<file path="src/rtl/countdown_pkg.sv">
// Shared types for the game countdown timer: FSM state encoding and the
// debug bundle exposed by the top level.
package countdown_pkg;

    localparam int STATE_W = 2;

    typedef enum logic [STATE_W-1:0] {
        ST_IDLE    = 2'd0,
        ST_RUN     = 2'd1,
        ST_PAUSE   = 2'd2,
        ST_EXPIRED = 2'd3
    } state_t;

    // Internal visibility: current FSM state and the unit-counter wrap pulse.
    typedef struct packed {
        state_t state;
        logic   unit_tick;
    } dbg_t;

    // Value written into time_left on load: zero selects the default.
    function automatic logic [31:0] load_value(input logic [31:0] val,
                                               input logic [31:0] dflt);
        return (val == 32'd0) ? dflt : val;
    endfunction

endpackage

</file>
<file path="src/rtl/rate_divider.sv">
// Modulo-DIV event counter. Counts enabled cycles 0..DIV-1; the cycle after
// the enabled edge where the count was DIV-1 it wraps to 0 and pulses tick.
// 'last' flags that the next enabled edge is the wrapping one, so a parent
// can act on the same edge the wrap happens.
module rate_divider #(
    parameter int DIV = 4
) (
    input  logic clk,
    input  logic rst,
    input  logic en,
    input  logic clr,
    output logic tick,
    output logic last
);

    localparam int CW = (DIV > 1) ? $clog2(DIV) : 1;
    localparam logic [CW-1:0] LAST_CNT = CW'(DIV - 1);

    logic [CW-1:0] cnt;

    assign last = (cnt == LAST_CNT);

    // Count enabled cycles, wrap at DIV-1 and emit a registered tick; clr
    // restarts the count without producing a tick.
    always_ff @(posedge clk) begin
        if (rst || clr) begin
            cnt  <= '0;
            tick <= 1'b0;
        end else if (en) begin
            if (last) begin
                cnt  <= '0;
                tick <= 1'b1;
            end else begin
                cnt  <= cnt + CW'(1);
                tick <= 1'b0;
            end
        end else begin
            tick <= 1'b0;
        end
    end

endmodule

</file>
<file path="src/rtl/countdown_timer.sv">
// Game-level countdown: clk is divided into frame ticks, frame ticks into
// time units, and each completed unit decrements time_left while running.
// expired pulses for one cycle on the cycle time_left first reads zero.
//
// Control inputs are level-sampled on every posedge; priority is
// rst > load > pause > start. There is no handshake: load/start/pause act
// on each edge they are high, and repeated assertion is harmless.
module countdown_timer
    import countdown_pkg::*;
#(
    parameter int CLK_DIV        = 833333,
    parameter int TICKS_PER_UNIT = 60,
    parameter int TIME_WIDTH     = 8,
    parameter int DEFAULT_TIME   = 30
) (
    input  logic                  clk,
    input  logic                  rst,
    input  logic                  load,
    input  logic [TIME_WIDTH-1:0] load_val,
    input  logic                  start,
    input  logic                  pause,
    output logic [TIME_WIDTH-1:0] time_left,
    output logic                  running,
    output logic                  frame_tick,
    output logic                  expired,
    output dbg_t                  dbg
);

    localparam logic [TIME_WIDTH-1:0] DEFAULT_VAL = TIME_WIDTH'(DEFAULT_TIME);

    state_t                state, state_n;
    logic [TIME_WIDTH-1:0] time_n;
    logic                  running_n;
    logic                  expired_n;

    logic                  frame_en;
    logic                  frame_last;
    logic                  unit_tick;
    logic                  unit_last;
    logic                  dec;
    logic [31:0]           load_word;

    // The divider only advances on RUN cycles that are not being left via
    // pause or load, so the cycle that samples pause adds no progress.
    assign frame_en = (state == ST_RUN) && !pause && !load;

    // A unit completes on the edge the frame divider wraps while the unit
    // counter already holds its last value; decrementing on that same edge
    // keeps time_left, expired and the causing frame_tick aligned.
    assign dec = frame_en && frame_last && unit_last;

    assign load_word = load_value(32'(load_val), 32'(DEFAULT_VAL));

    rate_divider #(
        .DIV (CLK_DIV)
    ) u_frame_div (
        .clk  (clk),
        .rst  (rst),
        .en   (frame_en),
        .clr  (load),
        .tick (frame_tick),
        .last (frame_last)
    );

    rate_divider #(
        .DIV (TICKS_PER_UNIT)
    ) u_unit_div (
        .clk  (clk),
        .rst  (rst),
        .en   (frame_tick),
        .clr  (load),
        .tick (unit_tick),
        .last (unit_last)
    );

    // Next-state, next time_left and registered output values.
    always_comb begin
        state_n   = state;
        time_n    = time_left;
        expired_n = 1'b0;

        if (load) begin
            state_n = ST_IDLE;
            time_n  = load_word[TIME_WIDTH-1:0];
        end else begin
            unique case (state)
                ST_IDLE: begin
                    if (!pause && start && (time_left != '0)) begin
                        state_n = ST_RUN;
                    end
                end
                ST_RUN: begin
                    if (pause) begin
                        state_n = ST_PAUSE;
                    end else if (dec && (time_left != '0)) begin
                        time_n = time_left - TIME_WIDTH'(1);
                        if (time_left == TIME_WIDTH'(1)) begin
                            state_n   = ST_EXPIRED;
                            expired_n = 1'b1;
                        end
                    end
                end
                ST_PAUSE: begin
                    if (!pause && start) begin
                        state_n = ST_RUN;
                    end
                end
                ST_EXPIRED: begin
                    state_n = ST_EXPIRED;
                end
                default: begin
                    state_n = ST_IDLE;
                end
            endcase
        end

        running_n = (state_n == ST_RUN);
    end

    // State, time_left and the registered running/expired outputs.
    always_ff @(posedge clk) begin
        if (rst) begin
            state     <= ST_IDLE;
            time_left <= DEFAULT_VAL;
            running   <= 1'b0;
            expired   <= 1'b0;
        end else begin
            state     <= state_n;
            time_left <= time_n;
            running   <= running_n;
            expired   <= expired_n;
        end
    end

    assign dbg.state     = state;
    assign dbg.unit_tick = unit_tick;

endmodule

</file>
<file path="config.mk">
export PLATFORM = sky130hd
export DESIGN_NAME = countdown_timer
export DESIGN_NICKNAME = d
export VERILOG_FILES = /design/src/rtl/countdown_pkg.sv /design/src/rtl/rate_divider.sv /design/src/rtl/countdown_timer.sv
export SDC_FILE = /design/constraint.sdc
export NUM_CORES = 1
export LEC_CHECK = 0
export CAP_MARGIN = 10
export CORE_MARGIN = 5
export CORE_UTILIZATION = 41
export CTS_CLUSTER_DIAMETER = 40
export DETAILED_ROUTE_END_ITERATION = 12
export PLACE_DENSITY_LB_ADDON = 0.3
export REMOVE_ABC_BUFFERS = 1
export SYNTH_ARGS = -nofsm -noshare
export SYNTH_HDL_FRONTEND = slang
export SYNTH_SLANG_ARGS = --single-unit
</file>
<file path="constraint.sdc">
create_clock -name clk -period 5.25 [get_ports clk]
set_clock_uncertainty 0.1 [all_clocks]
set_input_delay 0.7875 -clock clk [delete_from_list [all_inputs] [get_ports clk]]
set_output_delay 0.7875 -clock clk [all_outputs]
set_load 0.02 [all_outputs]
</file>
==> flow_summary.yaml, run 1 <==
outcome:
  status: "completed"
routing:
  drt_wl_total_um: 4427
  dr.pass1.iters: 4
  viasPerCell: 5.270
  antenna_left: 0
  drc_errors: 0
  wire_per_inst_um: 13.29
  vias: 1755
  drt_iter0_markers: 126
placed_design:
  dpl.hpwl_um: 3143
  post-place-cells: 325
  post-place-ws_ns: 1.853
  portBuffers: 26
  place.gp.congestion: 0.7764
synth:
  yosysWarnings: 0
  synth_cell_types: 55
  yosys_register_bits: 40
  yosysMostFrequentCell: "nor2_1"
  synth_area_um2: 2092
  synthTopCellsByCount: "nor2_1, dfxtp_1, xnor2_1"
  synth_edf_count: 0
  synth_largest_area_cell: "dfxtp_1"
  synth_top_area_share_pct: 38.28
  ys_seq_area_share_pct: 38.28
  synth_top_flop_cell: "dfxtp_1"
  avgSynthCellArea_um2: 8.864
  async_flop_share_pct: 0
  yosys-top-cells-area: "dfxtp_1, nor2_1, xnor2_1"
  syn_inst: 236
cts:
  htree_num_levels: 2
  clock_path_buffers: 2
  cts-buffers-inserted: 5
  cts_resized: 0
  cts.sinks: 40
  cts_root_buf: "clkbuf_8"
  path_clk_slew_ns: 0.08
  ctsHoldBuffers: 0
  worstSkewPairLatency_ns: 0.29
  cts_setup_buffers: 0
  cts_tree: "yes"
timing:
  relSlewSlack_pct: 52.77
  setup_slack_ns: 2.190
  tns_ns: 0
  tightestPinTransition_ns: 0.6995
  final.period_utilization_pct: 58.28
  final-hold-violation-count: 0
  finalMaxSlewViolations: 0
  min_period_ns: 3.060
  rsz0062_at_grt: "no"
  fmax_mhz: 326.8
  whs_ns: 0.4285
  finalSetupViolCount: 0
setup_path:
  cp.arrival_ns: 3.12
  cp.required_ns: 5.31
  crit_fanout: 20
  r2r_slack_ns: 2.80
  worstReg2RegStart: "u_frame_div.cnt[9]$_SDFFE_PP0N_"
  cp-end-kind: "flip-flop"
  start_kind: "input pin"
  crit_end: "u_frame_div.cnt[7]$_SDFFE_PP0N_"
  critPathKind: "input pin to flip-flop"
  reg2regPathDepth: 5
  cp-startpoint: "load"
  reg2reg_to: "u_frame_div.cnt[7]$_SDFFE_PP0N_"
hold_path:
  worstHoldPathType: "flip-flop to flip-flop"
job:
  cap_violations: 0
die:
  initial_utilization_pct: 41.49
  die_x_um: 81.43
  rows: 26
  die_y_um: 81.43
  io_pins: 27
  core_area_um2: 5042
  die_area_um2: 6631
layout:
  area_growth_pct: 21.23
  fill_cells: 479
  fin_cells: 333
  drive_above_1_share_pct: 8.745
  antennaDiodeCount: 0
  nets: 280
grt:
  grt_start_max_net_pins: 21
  grt_pass1_wl_um: 7652
  grt_usage_pct: 14.91
  grt_pass1_vias: 1629
  overflow: 0
  antenna_found_initial: 0
power_and_ir_drop:
  p_leak_nw: 0.8774
  ir_drop_v: 0.0002066
  p_per_area_nw_per_um2: 252.4
[routing by layer]
metal | vias up | track usage [%] | share of wire, %
met5 | - | 0 | 0
met4 | 0 | 5.743 | 0.72
met3 | 2 | 3.947 | 3.3
met2 | 25 | 22.07 | 45
met1 | 835 | 20.59 | 51
li1 | 893 | - | -
[placed cells by master (no fill, tap or decap), types with 2 or more instances in the layout]
master	n
a211oi_1	2
a21oi_1	5
a221o_1	2
a2bb2o_4	2
and2_1	2
and3_1	2
and4_1	2
clkbuf_8	7
clkdlybuf4s50_1	26
dfxtp_1	40
ha_1	5
inv_1	15
mux2i_1	2
nand2_1	12
nand3_1	6
nand4_1	6
nor2_1	42
nor3_1	8
nor4_1	6
nor4b_1	4
o21ai_0	5
o41ai_1	2
or3_1	3
or4_1	3
xnor2_1	17
xor2_1	8
[area by class of cell]
cell class                      instances  area, um^2  area share (%)
Multi-Input combinational cell        173        1197           47.21
Tap cell                               70       87.58           3.453
Timing Repair Buffer                   27       267.8           10.56
Sequential cell                        40       800.8           31.57
Clock inverter                          1       30.03           1.184
Inverter                               15       56.30           2.220
Clock buffer                            7       96.34           3.799
[report_power, final]
part	leakage [nW]	switching [mW]	total [mW]	internal, mW
registers	0.324	0.00499	0.312	0.307
clock network	0.0645	0.109	0.277	0.168
logic	0.489	0.0256	0.0509	0.0253
[sequential cells by signal (all words and copies together) (netlist names)]
name / cells
u_unit_div.cnt: 6
expired: 1
state: 2
time_left: 8
running: 1
u_frame_div.cnt: 20
u_unit_div.tick: 1
u_frame_div.tick: 1
[kinds of logic (layout without fill, tap and decap cells)]
logic type	count (synthesis)	after routing	synth area share, %
and+or+nand+nor	113	113	31.22
DFF	40	40	38.28
AOI/OAI and AO/OA	27	27	11.06
xor gates and xnor gates	25	25	10.47
buffers and inverters	23	50	4.486
adders and majority gates	5	5	2.990
muxes	3	3	1.495
[critical path, stage by stage]
cell and delay, ns:
clkdlybuf4s50_1 0.39, buf_4 0.21, nor4b_4 0.49, nand4_4 0.19
or2_0 0.36, nand2_1 0.55, nor2_1 0.12
[worst min path at each step]
stage | start | to | slack [ns] | depth (start not counted)
after floorplan | u_unit_div.cnt[5]$_SDFFE_PP0P_ | u_unit_div.cnt[5]$_SDFFE_PP0P_ | 0.38 | 2
after detailed placement | u_unit_div.cnt[5]$_SDFFE_PP0P_ | u_unit_div.cnt[5]$_SDFFE_PP0P_ | 0.42 | 2
final | u_unit_div.cnt[5]$_SDFFE_PP0P_ | u_unit_div.cnt[5]$_SDFFE_PP0P_ | 0.43 | 2
after CTS | u_unit_div.cnt[5]$_SDFFE_PP0P_ | u_unit_div.cnt[5]$_SDFFE_PP0P_ | 0.44 | 2
after global placement | u_unit_div.cnt[5]$_SDFFE_PP0P_ | u_unit_div.cnt[5]$_SDFFE_PP0P_ | 0.40 | 2
after global routing | u_unit_div.cnt[0]$_SDFFE_PP0P_ | u_unit_div.cnt[0]$_SDFFE_PP0P_ | 0.46 | 2
[per-stage QoR]
stage | area (um^2) | utilization [%] | power [mW]
after floorplan | 2054 | - | 0.3422
after global placement | 2410 | 47.79 | 0.3700
after detailed placement | 2410 | 47.79 | 0.3703
after CTS | 2536 | 50.30 | 0.6487
after global routing | 2536 | 50.30 | 0.6708
final | 2536 | 50.30 | 0.6402
Power figures use the tool's default switching activity.
==> inputs of run 2 (changes only) <==
Clock period 5.25 ns to 2.6 ns, I/O delays scaled along.
==> run 2 against run 1 <==
Against the previous run:
- hold slack gained 0.012 ns
- power increased by 82%
- clock power is 52% higher
- count of clock-buffer cells in the layout is 1 higher
- first-iteration DRC count shrank 46%
- combinational power grew 120%
- non-clock buffer count increased by 8
- final cell count increased by 2.4%
- largest power group unchanged
==> flow_summary.yaml, run 2 (synthesized netlist as in run 1, its figures left out) <==
outcome:
  status: "completed"
hold_path:
  worstHoldPathType: "flip-flop to flip-flop"
  hp-start: "u_frame_div.cnt[15]$_SDFFE_PP0N_"
die:
  core_area_um2: 5042
  io_pins: 27
  rows: 26
  initial_utilization_pct: 41.49
  die_x_um: 81.43
  die_area_um2: 6631
  die_y_um: 81.43
cts:
  clock_path_buffers: 2
  ctsHoldBuffers: 0
  cts_resized: 0
  htree_num_levels: 2
  path_clk_slew_ns: 0.07
  cts.sinks: 40
  cts_setup_buffers: 0
  cts_tree: "yes"
  cts-buffers-inserted: 5
  cts_root_buf: "clkbuf_8"
  worstSkewPairLatency_ns: 0.30
layout:
  top_register: "u_frame_div.cnt"
  drive_above_1_share_pct: 10.70
  antennaDiodeCount: 0
  mostFrequentLayoutCell: "nor2_1"
  nets: 288
  final_cell_mix: "nor2_1, dfxtp_1, clkdlybuf4s50_1"
  largestRegisters: "u_frame_div.cnt x20, time_left x8, u_unit_div.cnt x6"
  fin_util_pct: 51.02
  largest_reg_flops: 20
  fill_cells: 482
  area_growth_pct: 22.97
setup_path:
  slowest_stage: "or4_1"
  cpPeakStageDelay_ns: 0.60
  cp.required_ns: 2.69
  r2r_slack_ns: 0.16
  cp-startpoint: "time_left[4]$_SDFFE_PP1P_"
  crit_family: "simple AND/OR/NAND/NOR gates"
  cp.buffers_inverters: 0
  start_kind: "flip-flop"
  cp-end-kind: "flip-flop"
  cp.arrival_ns: 2.53
  critPathKind: "flip-flop to flip-flop"
  worstReg2RegStart: "time_left[4]$_SDFFE_PP1P_"
  worstPathCellList: "or4_1, or4b_1, nor4_1, o21ai_0, and2_1"
  crit_fanout: 6
grt:
  grt_pass1_vias: 1749
  overflow: 0
  grt_start_max_net_pins: 21
  antenna_found_initial: 0
  grt_usage_pct: 15.51
  grt_pass1_wl_um: 7886
power_and_ir_drop:
  p_leak_nw: 0.9047
  ir_drop_v: 0.0001810
  p_per_area_nw_per_um2: 452.1
timing:
  relSlewSlack_pct: 56.96
  final-hold-violation-count: 0
  tightestPinTransition_ns: 0.6294
  final.period_utilization_pct: 93.92
  whs_ns: 0.4402
  finalMaxSlewViolations: 0
  finalSetupViolCount: 0
  tns_ns: 0
  rsz0062_at_grt: "no"
  fmax_mhz: 409.5
  min_period_ns: 2.442
routing:
  vias: 1769
  antenna_left: 0
  dr.pass1.iters: 4
  drt_wl_total_um: 4485
  drt_iter0_markers: 68
  drc_errors: 0
  wire_per_inst_um: 13.15
  viasPerCell: 5.188
placed_design:
  place.gp.congestion: 0.7578
  dpl.hpwl_um: 3372
  portBuffers: 26
job:
  cap_violations: 0
## run 2: changes by cell type in the layout (fill, tap and decap cells not counted)
| cell | change |
|---|---|
| buf_12 | +1 |
| clkbuf_1 | +2 |
| bufinv_16 | -1 |
| clkbuf_8 | -1 |
| buf_4 | +7 |
## run 2: tightest hold or removal path, cell delays in order, from the launching register on
cell,delay [ns]
dfxtp_1,0.36
xnor2_1,0.08
nor2_1,0.07
## run 2: layout make-up
class                      count  area, um^2  area share, %
multi-input combinational    173        1197          46.55
timing repair buffer          35       340.3          13.23
inverter                      15       56.30          2.189
clock buffer                   8       90.09          3.502
sequential                    40       800.8          31.13
tap                           70       87.58          3.405
## run 2: power breakdown
group          internal (mW)  total [mW]  leakage, nW  switching [mW]
registers              0.621       0.631        0.324          0.0104
logic                 0.0573       0.111        0.535          0.0534
clock network          0.216       0.421       0.0455           0.205
## run 2: final timing paths
kind	endpoint	cells past startpoint
max reg2reg	running$_SDFF_PP0_	5
min	u_frame_div.cnt[15]$_SDFFE_PP0N_	2
max	running$_SDFF_PP0_	5
min reg2reg	u_frame_div.cnt[15]$_SDFFE_PP0N_	2
## run 2: metal layers
| layer | vias up | GRT usage, % | routed length (um) |
|---|---|---|---|
| li1 | 903 | - | - |
| met1 | 820 | 19.03 | 2097 |
| met2 | 37 | 24.84 | 2077 |
| met3 | 9 | 5.154 | 221 |
| met4 | 0 | 6.419 | 89 |
| met5 | - | 0 | 0 |
## run 2: through the flow
| stage | instances | setup slack, ns | area [um^2] | total power, mW |
|---|---|---|---|---|
| after floorplan | 228 | 0.3293 | 2054 | 0.6910 |
| after global placement | 333 | 0.04833 | 2482 | 0.7551 |
| after detailed placement | 333 | 0.01448 | 2482 | 0.7565 |
| after CTS | 341 | 0.1810 | 2572 | 1.184 |
| after global routing | 341 | 0.06297 | 2572 | 1.218 |
| final | 341 | 0.1581 | 2572 | 1.163 |
